===== config.mk =====
export PLATFORM = sky130hd
export DESIGN_NAME = piso_shift_param
export DESIGN_NICKNAME = d
export VERILOG_FILES = /design/src/rtl/piso_shift_param.sv
export SDC_FILE = /design/constraint.sdc
export NUM_CORES = 1
export LEC_CHECK = 0
export CAP_MARGIN = 20
export CORE_MARGIN = 1.5
export CORE_UTILIZATION = 50
export CTS_CLUSTER_SIZE = 8
export DETAILED_ROUTE_END_ITERATION = 10
export PLACE_DENSITY = 0.79
export SLEW_MARGIN = 40
export SYNTH_ARGS = -nofsm -noshare
export SYNTH_HDL_FRONTEND = slang
export SYNTH_SLANG_ARGS = --single-unit
export TNS_END_PERCENT = 30

===== constraint.sdc =====
create_clock -name clk -period 2.3 [get_ports clk]
set_input_delay 0.23 -clock clk [delete_from_list [all_inputs] [get_ports clk]]
set_output_delay 0.23 -clock clk [all_outputs]
set_load 0.01 [all_outputs]

===== src/rtl/piso_shift_param.sv =====
// Parametrised parallel-in/serial-out shift register with valid/ready on both sides.
// Define PISO_PARITY_EN to append an even-parity bit after the data bits of every frame.
module piso_shift_param #(
  parameter int   WIDTH      = 8,
  parameter logic IDLE_LEVEL = 1'b1
) (
  input  logic             clk,
  input  logic             rst_n,
  input  logic             load_valid,
  output logic             load_ready,
  input  logic [WIDTH-1:0] load_data,
  input  logic             msb_first,
  output logic             ser_out,
  output logic             ser_valid,
  output logic             ser_last,
  input  logic             ser_ready,
  output logic             busy
);

`ifdef PISO_PARITY_EN
  localparam int FRAME = WIDTH + 1;
`else
  localparam int FRAME = WIDTH;
`endif
  localparam int CNT_W = $clog2(FRAME + 1);

  typedef enum logic {
    IDLE  = 1'b0,
    SHIFT = 1'b1
  } state_t;

  function automatic logic [WIDTH-1:0] bit_reverse(input logic [WIDTH-1:0] word);
    logic [WIDTH-1:0] rev;
    for (int i = 0; i < WIDTH; i++) begin
      rev[i] = word[WIDTH-1-i];
    end
    return rev;
  endfunction

  // LSB-first words are pre-reversed so the shifter only ever drains from the MSB end.
  function automatic logic [FRAME-1:0] frame_word(input logic [WIDTH-1:0] data,
                                                  input logic             msb);
    logic [WIDTH-1:0] ordered;
    ordered = msb ? data : bit_reverse(data);
`ifdef PISO_PARITY_EN
    return {ordered, ^data};
`else
    return ordered;
`endif
  endfunction

  state_t           state;
  state_t           state_nxt;
  logic [FRAME-1:0] sreg;
  logic [FRAME-1:0] sreg_nxt;
  logic [CNT_W-1:0] cnt;
  logic [CNT_W-1:0] cnt_nxt;
  logic             out_nxt;
  logic             valid_nxt;
  logic             accept;
  logic             transfer;

  assign ser_last   = (cnt == '0) & ser_valid;
  assign load_ready = rst_n & ((state == IDLE) | (ser_valid & ser_last & ser_ready));
  assign accept     = load_valid & load_ready;
  assign transfer   = ser_valid & ser_ready;

  always_comb begin
    state_nxt = state;
    sreg_nxt  = sreg;
    cnt_nxt   = cnt;
    // A load takes priority so the next frame follows the last bit with no gap.
    if (accept) begin
      sreg_nxt  = frame_word(load_data, msb_first);
      cnt_nxt   = CNT_W'(FRAME - 1);
      state_nxt = SHIFT;
    end else if (transfer) begin
      sreg_nxt = sreg << 1;
      if (cnt == '0) begin
        state_nxt = IDLE;
      end else begin
        cnt_nxt = cnt - CNT_W'(1);
      end
    end
    valid_nxt = (state_nxt == SHIFT);
    out_nxt   = valid_nxt ? sreg_nxt[FRAME-1] : IDLE_LEVEL;
  end

  always_ff @(posedge clk) begin
    if (!rst_n) begin
      state     <= IDLE;
      sreg      <= '0;
      cnt       <= '0;
      ser_out   <= IDLE_LEVEL;
      ser_valid <= 1'b0;
      busy      <= 1'b0;
    end else begin
      state     <= state_nxt;
      sreg      <= sreg_nxt;
      cnt       <= cnt_nxt;
      ser_out   <= out_nxt;
      ser_valid <= valid_nxt;
      busy      <= valid_nxt;
    end
  end

endmodule


# After elaboration in Yosys (flattened, before gate mapping)
# Cells that the tools add are included.
[classes]
reduce_logical = 6
addsub = 1
mux = 9
n_eq_ne = 1
n_bitwise = 10
[ops]
columns = ["cell", "n"]
rows = [
  ["$mux W8", 3],
  ["$mux W3", 3],
  ["$and A1 B1 Y1", 6],
  ["$reduce_and A2 Y1", 3],
  ["$logic_not A4 Y1", 1],
  ["$sub A4 B1 Y4 const B", 1],
  ["$mux W1", 3],
  ["$not A1 Y1", 3],
  ["$ne A2 B2 Y1 const B", 1],
  ["$reduce_bool A2 Y1", 1],
  ["$reduce_or A2 Y1", 1],
  ["$or A1 B1 Y1", 1],
]
[totals]
out_inout_bits = 5
word_cells = 33
regBits = 14
inputBits = 13

# Depth between registers and ports, before layout
[logic_depth]
ltp_word = 9
depth_mapped = 6
mapped_depth_nobuf = 5

# Worst setup path before layout
# OpenSTA, ideal clock, no wires.
[synth_timing]
path_kind = "reg2reg"
start = "register state"
end = "register cnt[3]"
stages_incl_launch_ff = 5
arrival_ns = 1.411
path_buffers = 1
setup_slack_ns = 0.803
synth_period_minus_slack_ns = 1.497
setup_ns = 0.086
cell_sequence = "dfxtp_1 buf_2 nand2_2 or4_1 a221oi_2"
[synth_between]
elab_chain_len = 7
elab_cells_between_ends = 10
[synth_lines]
columns = ["element", "line_no", "text"]
rows = [
  ["start, declared", "52", "state_t state;"],
  ["start signal, assigned", "98", "state <= state_nxt;"],
  ["$and A1 B1 Y1 (3 in series)", "-", ""],
  ["$or A1 B1 Y1", "64", "assign load_ready = rst_n & ((state == IDLE) | (ser_valid & ser_last & ser_ready));"],
  ["$and A1 B1 Y1", "64", ""],
  ["$and A1 B1 Y1", "65", "assign accept = load_valid & load_ready;"],
  ["$reduce_or A2 Y1 (no line)", "-", ""],
  ["end signal, assigned", "100", "cnt <= cnt_nxt;"],
  ["end, declared", "56", "logic [CNT_W-1:0] cnt;"],
]
# Several ways; a longest one is shown, not always the timed one.
# A chain may end at the register's enable or synchronous reset.

# Worst setup path in the final report
[layout_timing]
start = "register cnt[0]"
end = "output port ser_last"
[layout_between]
elab_chain_len = 2
[layout_lines]
columns = ["element", "line_no", "text"]
rows = [
  ["$logic_not A4 Y1", "63", "assign ser_last = (cnt == '0) & ser_valid;"],
  ["$and A1 B1 Y1", "63", ""],
  ["end, declared", "15", "output logic ser_last,"],
]
# Every way passes these cells.

==> out/results.md <==
Status
• completed — result of the run

Yosys
• 14 — flip-flop and latch count after synthesis
• 0.338 — portion of synthesized cell area occupied by the leading cell type
• 9.52 µm² — mean cell area of the mapped netlist
• 39 — Synth cell types
• 0 — xor/xnor share of the synthesized area
• 0.338 — sequential cell area fraction in the yosys report
• compound AO/OA/AOI/OAI gates — combinational family with the most area after synthesis
• 0.118 — Post-Synth Simple-Gate Area
• 101 — Net Count, Synth
• 0.289 — Compound-Gate Fraction of Synth Area
• 0.178 — multiplexer area fraction after synthesis
• 87 — post-synthesis instance total
• sky130_fd_sc_hd__dfxtp_1 34%, sky130_fd_sc_hd__a211oi_1 11%, sky130_fd_sc_hd__mux2i_1 9.7% — Area contributors post-synth
• sky130_fd_sc_hd__dfxtp_1 — top cell type by total area after synthesis
• 0.0151 — adder-cell share of the synthesized area
• 0 — synth warn
• 828 µm² — Post-Synthesis Cell Area

Cells and area
• 0 — diode count
• 0.142 — fraction of layout instances using a drive strength above 1
• 120 — number of filler instances in the final layout
• 121 — count of nets after finishing
• 28.2% — layout overhead on the synthesized area

Timing
• 0 — final hold violations
• 0.959 — final cycle utilization of the critical path
• 0.504 ns — post-route worst hold slack
• false — RSZ-0062 raised after global routing
• 0 ns — accumulated negative setup slack
• 0 — count of final max-slew check failures
• 0.453 GHz — highest clock rate
• 0.715 — max_slew headroom
• 0.00172 ns — clk_skew
• 0 — count of final setup violators
• 2.21 ns — fin crit period
• 0.428 ns — worst-margin pin slew

Hold path
• sreg[0] — Endpoint, Worst Hold
• register to register — path type of the worst min-delay path
• sreg[0] — worst hold start
• 2 — worst hold path depth

Clock tree
• 2 — deepest clock path buffer count
• built — CTS tree
• 1 — Max H-tree Level
• 0.27 ns — clock insertion delay at the later pin of the skew report
• 14 — number of sinks on the clock net
• sky130_fd_sc_hd__clkbuf_4 — clock root buffer master
• 0.08 ns — clock transition at the registers of the reported paths
• 0 — hold buffers post-CTS
• 3 — total CTS buffers

Run
• 0 — Max Cap Viol

Pwr
• 577 mW/mm² — cell area power density
• 0.433 nW — leakage component of the power
• 0.467 mV — Peak VDD IR

Route
• 0 — Post-DRT Antenna Nets
• 4 — number of detailed-route iterations in the first pass
• 15.3 µm — detailed-route wire length per cell
• 740 — via count of the routed design
• 0 — DRC violations left
• 1860 µm — total detailed-routing wirelength
• 7 — first-iteration detailed-routing DRC count
• 6.07 — Via-to-Cell Ratio

Setup path
• 2.07 ns — Critical Path RT
• 2 — worst path buffer plus inverter count
• register to primary output — critical path type
• register — startpoint kind of the worst setup timing path
• sky130_fd_sc_hd__clkdlybuf4s50_1 — cell type of the slowest stage on the worst timing path
• primary output — critical path capture point type
• cnt[3] — worst reg2reg path endpoint
• 3 — depth of the worst register-to-register path
• 5 — peak fanout along the critical path
• buffers and inverters — family with the most delay on the worst path
• state — R2R Path Start
• 1.98 ns — worst endpoint data arrival time
• 0.61 ns — reg2reg setup slack
• inv_1 -> ha_1 -> or3b_4 -> nor2_1 -> clkdlybuf4s50_1 — cells along the critical path
• 0.54 ns — slowest stage delay, CP

Floorplanning
• 14 — FP Rows
• 0.544 — starting density of the core
• 43.7 µm — Die Width
• 0.00152 mm² — area of the core
• 0.00191 mm² — Die Area
• 18 — number of top-level design ports
• 43.7 µm — die span in y

Global route
• 14 — largest net degree at the start of global routing
• 3060 µm — wire length of the first global-routing pass
• 0 — number of antenna violations at the first check in global routing
• 0 — gr ovfl total
• 665 — vias in the first global route
• 0.215 — total routing resource utilization after global routing

Placed design
• 17 — number of port buffers
• 0.834 — Final GP Congestion
• 1450 µm — sum of net half-perimeters after detailed placement

-- final cells by class --
type,instances,area [µm²],area share
sequential,14,280,0.264
multi-input combinational,61,499,0.470
clock buffer,4,36.3,0.0342
inverter,5,18.8,0.0177
timing repair buffer,22,208,0.196
tap,16,20.0,0.0188
-- placed cells by master, fill, tap and decap left out, types with 2 or more instances in the layout --
cell type	synthesis	final
sky130_fd_sc_hd__buf_4	1	5
sky130_fd_sc_hd__clkbuf_4	0	3
sky130_fd_sc_hd__o31ai_1	2	2
sky130_fd_sc_hd__mux2i_1	8	8
sky130_fd_sc_hd__mux2_1	4	4
sky130_fd_sc_hd__mux2_2	2	2
sky130_fd_sc_hd__a211oi_1	12	12
sky130_fd_sc_hd__and3_1	2	2
sky130_fd_sc_hd__a21oi_1	4	4
sky130_fd_sc_hd__inv_1	4	4
sky130_fd_sc_hd__dfxtp_1	14	14
sky130_fd_sc_hd__o21ai_1	2	2
sky130_fd_sc_hd__clkdlybuf4s50_1	0	17
sky130_fd_sc_hd__o211ai_1	2	2
-- Yosys cell counts (all sizes together) --
cell type / instances
buf: 4
clkinv: 1
nand4: 1
clkbuf: 3
a31oi: 1
o31ai: 2
o2111ai: 1
nand4bb: 1
inv: 4
nor2: 1
o31a: 1
and3: 2
dfxtp: 14
or4: 1
or3: 1
mux2i: 8
a21boi: 1
nand2b: 1
nand2: 2
o21ai: 3
o211ai: 2
a211oi: 12
nand3: 1
a2111oi: 1
a21o: 1
a221oi: 2
and4bb: 1
or3b: 1
a21oi: 4
and2b: 1
mux2: 6
a211o: 1
ha: 1
-- per-stage QoR --
step           worst slack [ns]  utilization  cell area (µm²)  power [mW]  std cells
2_1_floorplan             0.803            -              828       0.379         87
3_3_place_gp              0.340        0.672             1020       0.438        118
3_5_place_dp              0.327        0.672             1020       0.441        118
4_1_cts                  0.0745        0.695             1060       0.615        122
5_1_grt                  0.0203        0.697             1060       0.643        122
6_report                 0.0932        0.697             1060       0.613        122
-- flip-flops by register name, summed over array words and instances (netlist names) --
name     flops
cnt          4
ser_out      1
sreg         8
state        1
-- worst max path at each step --
stage	end	cells after the start	startpoint
after detailed placement	load_ready	4	ser_ready
final	ser_last	5	cnt[0]
after CTS	ser_last	5	cnt[0]
after floorplan	cnt[3]	4	state
after global placement	load_ready	4	ser_ready
after global routing	ser_last	5	cnt[0]
-- cells by family (layout without fill, tap and decap cells) --
family,count (synthesis),in the layout
compound gates,32,32
fa+ha+maj,1,1
buf+inv,12,31
flops,14,14
mux,14,14
simple gates,14,14
-- power by group --
group          total [mW]  switching (mW)  leakage [nW]  internal, mW
sequential          0.283          0.0184         0.116         0.265
combinational       0.157          0.0725         0.296        0.0842
clock               0.173          0.0769        0.0210        0.0962
total               0.613           0.168         0.433         0.445
-- tightest hold or removal path: stages, from the launching register on --
cell and delay (ns):
sky130_fd_sc_hd__dfxtp_1 0.32, sky130_fd_sc_hd__o2111ai_1 0.07, sky130_fd_sc_hd__o31ai_1 0.07
-- what timing repair did --
item | CTS | global route
hold endpoints to repair | 0 | 0
gates resized for setup | 0 | 1
setup endpoints to repair | 0 | 1
setup buffers | 0 | 0
-- routing by layer --
metal	GRT usage	wire length, µm	up-vias
met1	0.310	910	349
met4	0.0182	0	0
li1	-	-	381
met5	0	0	-
met3	0.0625	51	0
met2	0.329	900	10
No activity file was read; power rests on OpenSTA's default activity.
